File: config.mk
export PLATFORM = sky130hd
export DESIGN_NAME = spi_frame_master
export DESIGN_NICKNAME = d
export VERILOG_FILES = /design/src/rtl/spi_frame_master.sv
export SDC_FILE = /design/constraint.sdc
export NUM_CORES = 1
export LEC_CHECK = 0
export BUFFER_PORTS_ARGS = -buffer_cell sky130_fd_sc_hd__buf_2
export CAP_MARGIN = 20
export CORE_UTILIZATION = 25
export CTS_BUF_LIST = sky130_fd_sc_hd__clkbuf_4 sky130_fd_sc_hd__clkbuf_8 sky130_fd_sc_hd__clkbuf_16
export DETAILED_ROUTE_END_ITERATION = 10
export GPL_TIMING_DRIVEN = 0
export PLACE_DENSITY = 0.42
export SYNTH_ARGS = -nofsm -noshare
export SYNTH_HDL_FRONTEND = slang
export SYNTH_SLANG_ARGS = --single-unit
File: constraint.sdc
create_clock -name clk -period 1.8 [get_ports clk]
set_input_delay 0.09 -clock clk [delete_from_list [all_inputs] [get_ports clk]]
set_output_delay 0.09 -clock clk [all_outputs]
set_load 0.02 [all_outputs]
File: src/rtl/spi_frame_master.sv
// spi_frame_master
//   SPI mode-0 master issuing one 32-bit frame per accepted start strobe:
//   a 16-bit command word followed by a 16-bit data phase. Write frames
//   (cmd_packet[1]=0) shift out data_wr; read frames shift out zeros and
//   capture spi_miso into data_rd.
//
// Ports
//   clk         system clock
//   rst_n       synchronous, active-low reset
//   start_tx    one-cycle start strobe, honoured only in IDLE
//   cmd_packet  16-bit command word, bit1 = READ flag, latched at accept
//   data_wr     16-bit write data, latched at accept
//   busy        high from accept+1 until the inter-frame gap ends
//   tx_done     one-cycle completion pulse
//   data_rd     last read data (held between read frames)
//   spi_sclk    SPI clock, idles low
//   spi_mosi    serial data out, MSB first
//   spi_cs_n    chip select, active low
//   spi_miso    serial data in
//
// Optional feature macro: SPI_READ_TURNAROUND_EN
//   When defined, read frames get one extra SCLK period after the 16th
//   (last command) bit, with mosi held low and miso ignored, so the slave
//   has a full period to turn the bus around. Write frames are unchanged.

module spi_frame_master #(
  parameter int CLK_DIV      = 4,
  parameter int CS_SETUP_CYC = 4,
  parameter int GAP_CYC      = 4
) (
  input  logic        clk,
  input  logic        rst_n,
  input  logic        start_tx,
  input  logic [15:0] cmd_packet,
  input  logic [15:0] data_wr,
  output logic        busy,
  output logic        tx_done,
  output logic [15:0] data_rd,
  output logic        spi_sclk,
  output logic        spi_mosi,
  output logic        spi_cs_n,
  input  logic        spi_miso
);

  // state  | meaning
  // IDLE   | waiting for start_tx, bus released
  // SETUP  | cs_n low, sclk low, CS_SETUP_CYC cycles before first edge
  // SHIFT  | 32 (or 33) SCLK periods, CLK_DIV cycles per half period
  // HOLD   | cs_n still low, sclk low, CLK_DIV cycles
  // DONE   | one cycle: cs_n high, tx_done, read data published
  // GAP    | cs_n high, GAP_CYC cycles before busy drops
  typedef enum logic [2:0] {
    ST_IDLE,
    ST_SETUP,
    ST_SHIFT,
    ST_HOLD,
    ST_DONE,
    ST_GAP
  } state_t;

`ifdef SPI_READ_TURNAROUND_EN
  localparam bit TA_EN = 1'b1;
`else
  localparam bit TA_EN = 1'b0;
`endif

  // Timer reload values: the down-counter expires when it reads zero, so an
  // N-cycle interval is loaded with N-1.
  localparam logic [7:0] SETUP_LD = 8'(CS_SETUP_CYC - 1);
  localparam logic [7:0] DIV_LD   = 8'(CLK_DIV - 1);
  localparam logic [7:0] GAP_LD   = 8'(GAP_CYC - 1);

  localparam logic [5:0] BIT_FIRST = 6'd31;
  localparam logic [5:0] BIT_CMD_END = 6'd16;

  state_t      state_q, state_d;
  logic [7:0]  cnt_q, cnt_d;
  logic [5:0]  bit_q, bit_d;
  logic [31:0] shift_q, shift_d;
  logic [31:0] rx_q, rx_d;
  logic        rd_flag_q, rd_flag_d;
  logic        sclk_q, sclk_d;
  logic        ta_q, ta_d;
  logic [15:0] data_rd_q, data_rd_d;

  logic        frame_active;

  always_comb begin
    state_d   = state_q;
    cnt_d     = cnt_q;
    bit_d     = bit_q;
    shift_d   = shift_q;
    rx_d      = rx_q;
    rd_flag_d = rd_flag_q;
    sclk_d    = sclk_q;
    ta_d      = ta_q;
    data_rd_d = data_rd_q;

    case (state_q)
      ST_IDLE: begin
        if (start_tx) begin
          // Read frames send zeros in the data phase.
          shift_d   = {cmd_packet, (cmd_packet[1] ? 16'h0000 : data_wr)};
          rd_flag_d = cmd_packet[1];
          rx_d      = '0;
          bit_d     = BIT_FIRST;
          sclk_d    = 1'b0;
          ta_d      = 1'b0;
          cnt_d     = SETUP_LD;
          state_d   = ST_SETUP;
        end
      end

      ST_SETUP: begin
        if (cnt_q == 8'd0) begin
          cnt_d   = DIV_LD;
          state_d = ST_SHIFT;
        end else begin
          cnt_d = cnt_q - 8'd1;
        end
      end

      ST_SHIFT: begin
        if (cnt_q != 8'd0) begin
          cnt_d = cnt_q - 8'd1;
        end else begin
          cnt_d = DIV_LD;
          if (!sclk_q) begin
            sclk_d = 1'b1;
            if (!ta_q) begin
              rx_d = {rx_q[30:0], spi_miso};
            end
          end else begin
            sclk_d = 1'b0;
            if (ta_q) begin
              // End of turnaround: resume with the first data bit.
              ta_d    = 1'b0;
              shift_d = {shift_q[30:0], 1'b0};
              bit_d   = bit_q - 6'd1;
            end else if (TA_EN && rd_flag_q && (bit_q == BIT_CMD_END)) begin
              // Hold the shifter and bit count for one extra period.
              ta_d = 1'b1;
            end else if (bit_q == 6'd0) begin
              cnt_d   = DIV_LD;
              state_d = ST_HOLD;
            end else begin
              shift_d = {shift_q[30:0], 1'b0};
              bit_d   = bit_q - 6'd1;
            end
          end
        end
      end

      ST_HOLD: begin
        if (cnt_q == 8'd0) begin
          // Publish on entry so data_rd is already valid alongside tx_done.
          if (rd_flag_q) begin
            data_rd_d = rx_q[15:0];
          end
          state_d = ST_DONE;
        end else begin
          cnt_d = cnt_q - 8'd1;
        end
      end

      ST_DONE: begin
        cnt_d   = GAP_LD;
        state_d = ST_GAP;
      end

      ST_GAP: begin
        if (cnt_q == 8'd0) begin
          state_d = ST_IDLE;
        end else begin
          cnt_d = cnt_q - 8'd1;
        end
      end

      default: begin
        state_d = ST_IDLE;
      end
    endcase
  end

  always_ff @(posedge clk) begin
    if (!rst_n) begin
      state_q   <= ST_IDLE;
      cnt_q     <= '0;
      bit_q     <= '0;
      shift_q   <= '0;
      rx_q      <= '0;
      rd_flag_q <= 1'b0;
      sclk_q    <= 1'b0;
      ta_q      <= 1'b0;
      data_rd_q <= '0;
    end else begin
      state_q   <= state_d;
      cnt_q     <= cnt_d;
      bit_q     <= bit_d;
      shift_q   <= shift_d;
      rx_q      <= rx_d;
      rd_flag_q <= rd_flag_d;
      sclk_q    <= sclk_d;
      ta_q      <= ta_d;
      data_rd_q <= data_rd_d;
    end
  end

  assign frame_active = (state_q == ST_SETUP) || (state_q == ST_SHIFT) ||
                        (state_q == ST_HOLD);

  assign busy     = (state_q != ST_IDLE);
  assign tx_done  = (state_q == ST_DONE);
  assign data_rd  = data_rd_q;
  assign spi_sclk = sclk_q;
  assign spi_cs_n = ~frame_active;
  assign spi_mosi = frame_active & ~ta_q & shift_q[31];

endmodule

==> run summary <==
The run finished, with violations left. The checks that failed: setup timing. The switching part of the total power was 36.6%; the portion of total power attributed to sequential cells was 30.3%.

Max-cap violations in this run came to 0. The max-slew violation count is 0. Summing the sequential cell areas from Yosys gives 44.7% of the chip area.

The tools report the reg-to-reg critical path endpoint as shift_q[25]. At the end of routability-driven placement, the weighted congestion stood at 0.751. The setup violation total in the final timing report is 69, and the post-synthesis cell count is 457. For the number of sinks driven by the clock tree, the log shows 83. The logs give 3527 for the number of global-route vias before repair and 497 for the number of nets in the synthesized netlist. VDD sags by at most 0.494 mV. The static power due to leakage is 2.10 nW, and the register bit total from synthesis is 83. Dividing total power by cell area gives a power density of 1430 mW/mm². In this run, synthesis inferred 0 flip-flops with an integrated enable.

The detailed placement HPWL came out at 7000 µm. The clock reaches the later pin of the worst-skew pair after 0.35 ns. Setup slack on the worst reg-to-reg path comes out at -0.20 ns. The cell-internal power came out at 0.00520 W.

During placement, the flow inserted port buffers numbering 55. For the number of H-tree levels, the log shows 3. Peak-usage layer in the global routing report: met2. For met1 alone, demand over resource in global routing was 18.9%. The first TritonRoute pass finished after 5 iterations. The path with the worst hold slack has its endpoint at shift_q[24].

At the pin with the least slew margin, the transition time is 0.827 ns. No sink is reached through more buffers than the 2 on the longest clock path. After filler insertion, the fill cell instance count of the layout stands at 1489. For this run, the leading register cell type out of synthesis is dfxtp_1. The shortest clock period the worst path allows after layout is 2.00 ns, and the buffers plus inverters on the worst setup path is 3. For this design the total switching power over the nets is 0.00300 W. Global routing used 15.2% of the available tracks.

On the critical path the largest part of the delay comes from compound AO/OA/AOI/OAI gates. In this run the tightest slew margin relative to its limit is 44.9%. STA classifies the critical path endpoint as a flop.

The top achievable clock speed is 0.499 GHz. Setup repair after global routing could not meet its margin everywhere. Once placement finished, the instance area stood at 0.00432 mm².

The height of the die is 124 µm, and the count of vias placed by the detailed router is 3721. The number of antenna violations at the first check in global routing came out at 0. The die covers 0.0154 mm².

After detailed routing, the average wire length per cell comes to 15.1 µm. In this run the critical register-to-register path is launched from state_q[0]. Using the TritonRoute via totals, the vias-per-cell ratio works out to 4.93.

The share of total power dissipated in combinational logic is 46.3%. The mapped netlist covers 0.00371 mm². For the data arrival time of the critical path, the log shows 2.26 ns.

The met2 demand-to-capacity share in global routing is 24.5%. The tools report the post-route standard cell area excluding fillers as 0.00575 mm². The count of synthesis-stage warnings from yosys is 0. Leaving out fill and tap cells, the most frequent cell in the layout is nand2_1.

TritonCTS built the clock tree. The run gives 46 as the post-synthesis cell type count. The floorplan core area was 0.0145 mm²; the fraction of final layout cells with drive strength greater than 1 was 45.4%.

The hold violation count in the final report is 0, and the clock network power share is 23.4%. The worst setup path is launched from a flop. After detailed routing, the total wire length is 11400 µm. The largest individual stage delay along the critical path comes from the cell dfxtp_2. STA puts the critical path data required time at 2.05 ns. The post-placement setup slack was -0.471 ns. In the layout the commonest cells are nand2_1, dfxtp_1, buf_2. Each instance of the synthesized netlist takes up on average 8.13 µm². The CTS buffer count is 9. The cell at the root of the clock tree is clkbuf_16. The repair_antennas step left the layout with diodes totalling 0.

The origin of the worst min-delay path was cmd_packet[8]. Along the worst hold path, the cell count comes to 3. For the final database, setup skew stands at 0.00815 ns. Walking the worst path, the cells encountered are buf_6 -> or2_4 -> a311oi_4 -> a21boi_4 -> buf_12 -> buf_8 -> nor2_2 -> a311oi_2.

The starting DRC count in detailed routing was 161; the share of flip-flops with an asynchronous set or reset after synthesis was 0%. The final critical-path share of the clock period works out to 111%. From synthesis to final layout, the design area changed by 54.9%. In this run the remaining antenna-violating nets after routing total 0.

The number of top-level design ports was 57. The final hold slack came out at 0.0125 ns. For the worst flop-to-flop path, the logic depth is 8.

After floorplanning, the core was divided into 44 placement rows. The aggregate global routing overflow was 0; the biggest cell delay along the critical path was 0.33 ns. The worst-path maximum fanout is 6. The tools report the global routing usage on met3 as 4.62%. The setup slack of the critical path after layout is -0.205 ns, and the number of DRC violations after detailed routing is 0. The net total in the final layout is 607, and the effective utilization at floorplan is 25.6%. Entering global routing, the biggest net connects 14 pins.

Die width: 124 µm. Category of the most critical setup path: reg2reg. After clock tree synthesis, the clock-pin slew on the worst setup and hold paths is 0.06 ns. The path class of the tightest hold or removal check is in2reg.

The first global-routing pass estimated 17700 µm of wire.
==> worst reg2reg max path, stage by stage (launching register included) <==
cell	delay, ns
dfxtp_2	0.33
buf_6	0.13
or2_4	0.28
a311oi_4	0.32
a21boi_4	0.30
buf_12	0.15
buf_8	0.12
nor2_2	0.04
a311oi_2	0.25
==> worst max path at each step <==
stage                    start          end  slack (ns)  depth (start not counted)
detailed placement  state_q[1]  shift_q[27]       -0.47                          7
floorplan             cnt_q[5]  data_rd[10]       -0.18                          7
finish              state_q[0]  shift_q[25]       -0.20                          8
CTS                   cnt_q[3]  shift_q[19]       -0.23                          9
global placement      cnt_q[5]   data_rd[8]       -0.43                          7
global route        state_q[0]     bit_q[1]       -0.25                          8
==> cell usage after synthesis (2+ instances only) <==
cell	n	area, µm²
xnor2_1	6	52.6
o21ai_0	4	20.0
nor2b_1	2	12.5
nor3_1	5	25.0
inv_1	10	37.5
buf_1	3	11.3
a211oi_1	21	158
and4_1	2	17.5
a21oi_1	56	280
dfxtp_1	83	1660
nand3_1	17	85.1
nand2_1	90	338
ha_1	4	50.1
nor3b_1	15	113
nor2_1	54	203
a31o_2	2	17.5
a311oi_1	19	166
clkbuf_1	18	67.6
nand4_1	2	12.5
buf_2	12	60.1
nand4b_1	2	17.5
or3_1	3	18.8
mux2i_1	3	30.0
o31ai_1	2	15.0
==> stage by stage <==
step	util, %	setup TNS [ns]	total power, W	cells
global placement	29.7	-24.15	0.00468	696
global route	39.6	-13.51	0.00869	755
CTS	36.6	-11.59	0.00784	742
floorplan	-	-2.49	0.00413	457
finish	39.6	-9.34	0.00820	755
detailed placement	29.7	-25.60	0.00470	696
==> repair_timing <==
item,CTS,global route
endpoints found under the hold margin,2,0
setup buffers,21,16
hold buffers,2,0
endpoints found under the setup margin,80,81
cloned,9,2
pin swaps,43,52
gates resized for setup,96,97
==> registers in the layout, summed over array words and instances, names as in the netlist <==
name,cells
bit_q,6
cnt_q,8
data_rd,16
rd_flag_q,1
rx_q,16
shift_q,32
spi_sclk,1
state_q,3
==> cell families after synthesis <==
group / after synthesis / share of synthesized area [%]
AND/OR/NAND/NOR: 204 / 26.4
AO/OA/AOI/OAI: 113 / 20.3
flip-flops: 83 / 44.7
buffers and inverters: 44 / 5.05
XOR/XNOR: 6 / 1.41
adder cells (fa/ha/maj): 4 / 1.35
multiplexers: 3 / 0.808
==> power by group through the flow <==
stage / registers, W / clock network (W) / logic (W)
finish: 0.00248 / 0.00192 / 0.00380
global route: 0.00253 / 0.00207 / 0.00409
CTS: 0.00245 / 0.00199 / 0.00340
detailed placement: 0.00247 / 0 / 0.00223
global placement: 0.00247 / 0 / 0.00221
floorplan: 0.00241 / 0 / 0.00172
==> area by class of cell <==
cell class	count	area (µm²)	share of cell area [%]
plain buffers	32	294	5.11
clock buffers	12	260	4.52
clock inverters	3	46.3	0.805
inverters	10	37.5	0.652
multi-input cells	331	2450	42.6
flip-flops and latches	83	1680	29.2
well taps	184	230	4.00
repair buffers	100	756	13.1
==> layer usage <==
metal	routed length [µm]	part of all wire (%)
met1	5270	46
met3	505	4.4
met2	5370	47
met5	0	0
met4	241	2.1
No activity file was read; power rests on OpenSTA's default activity.
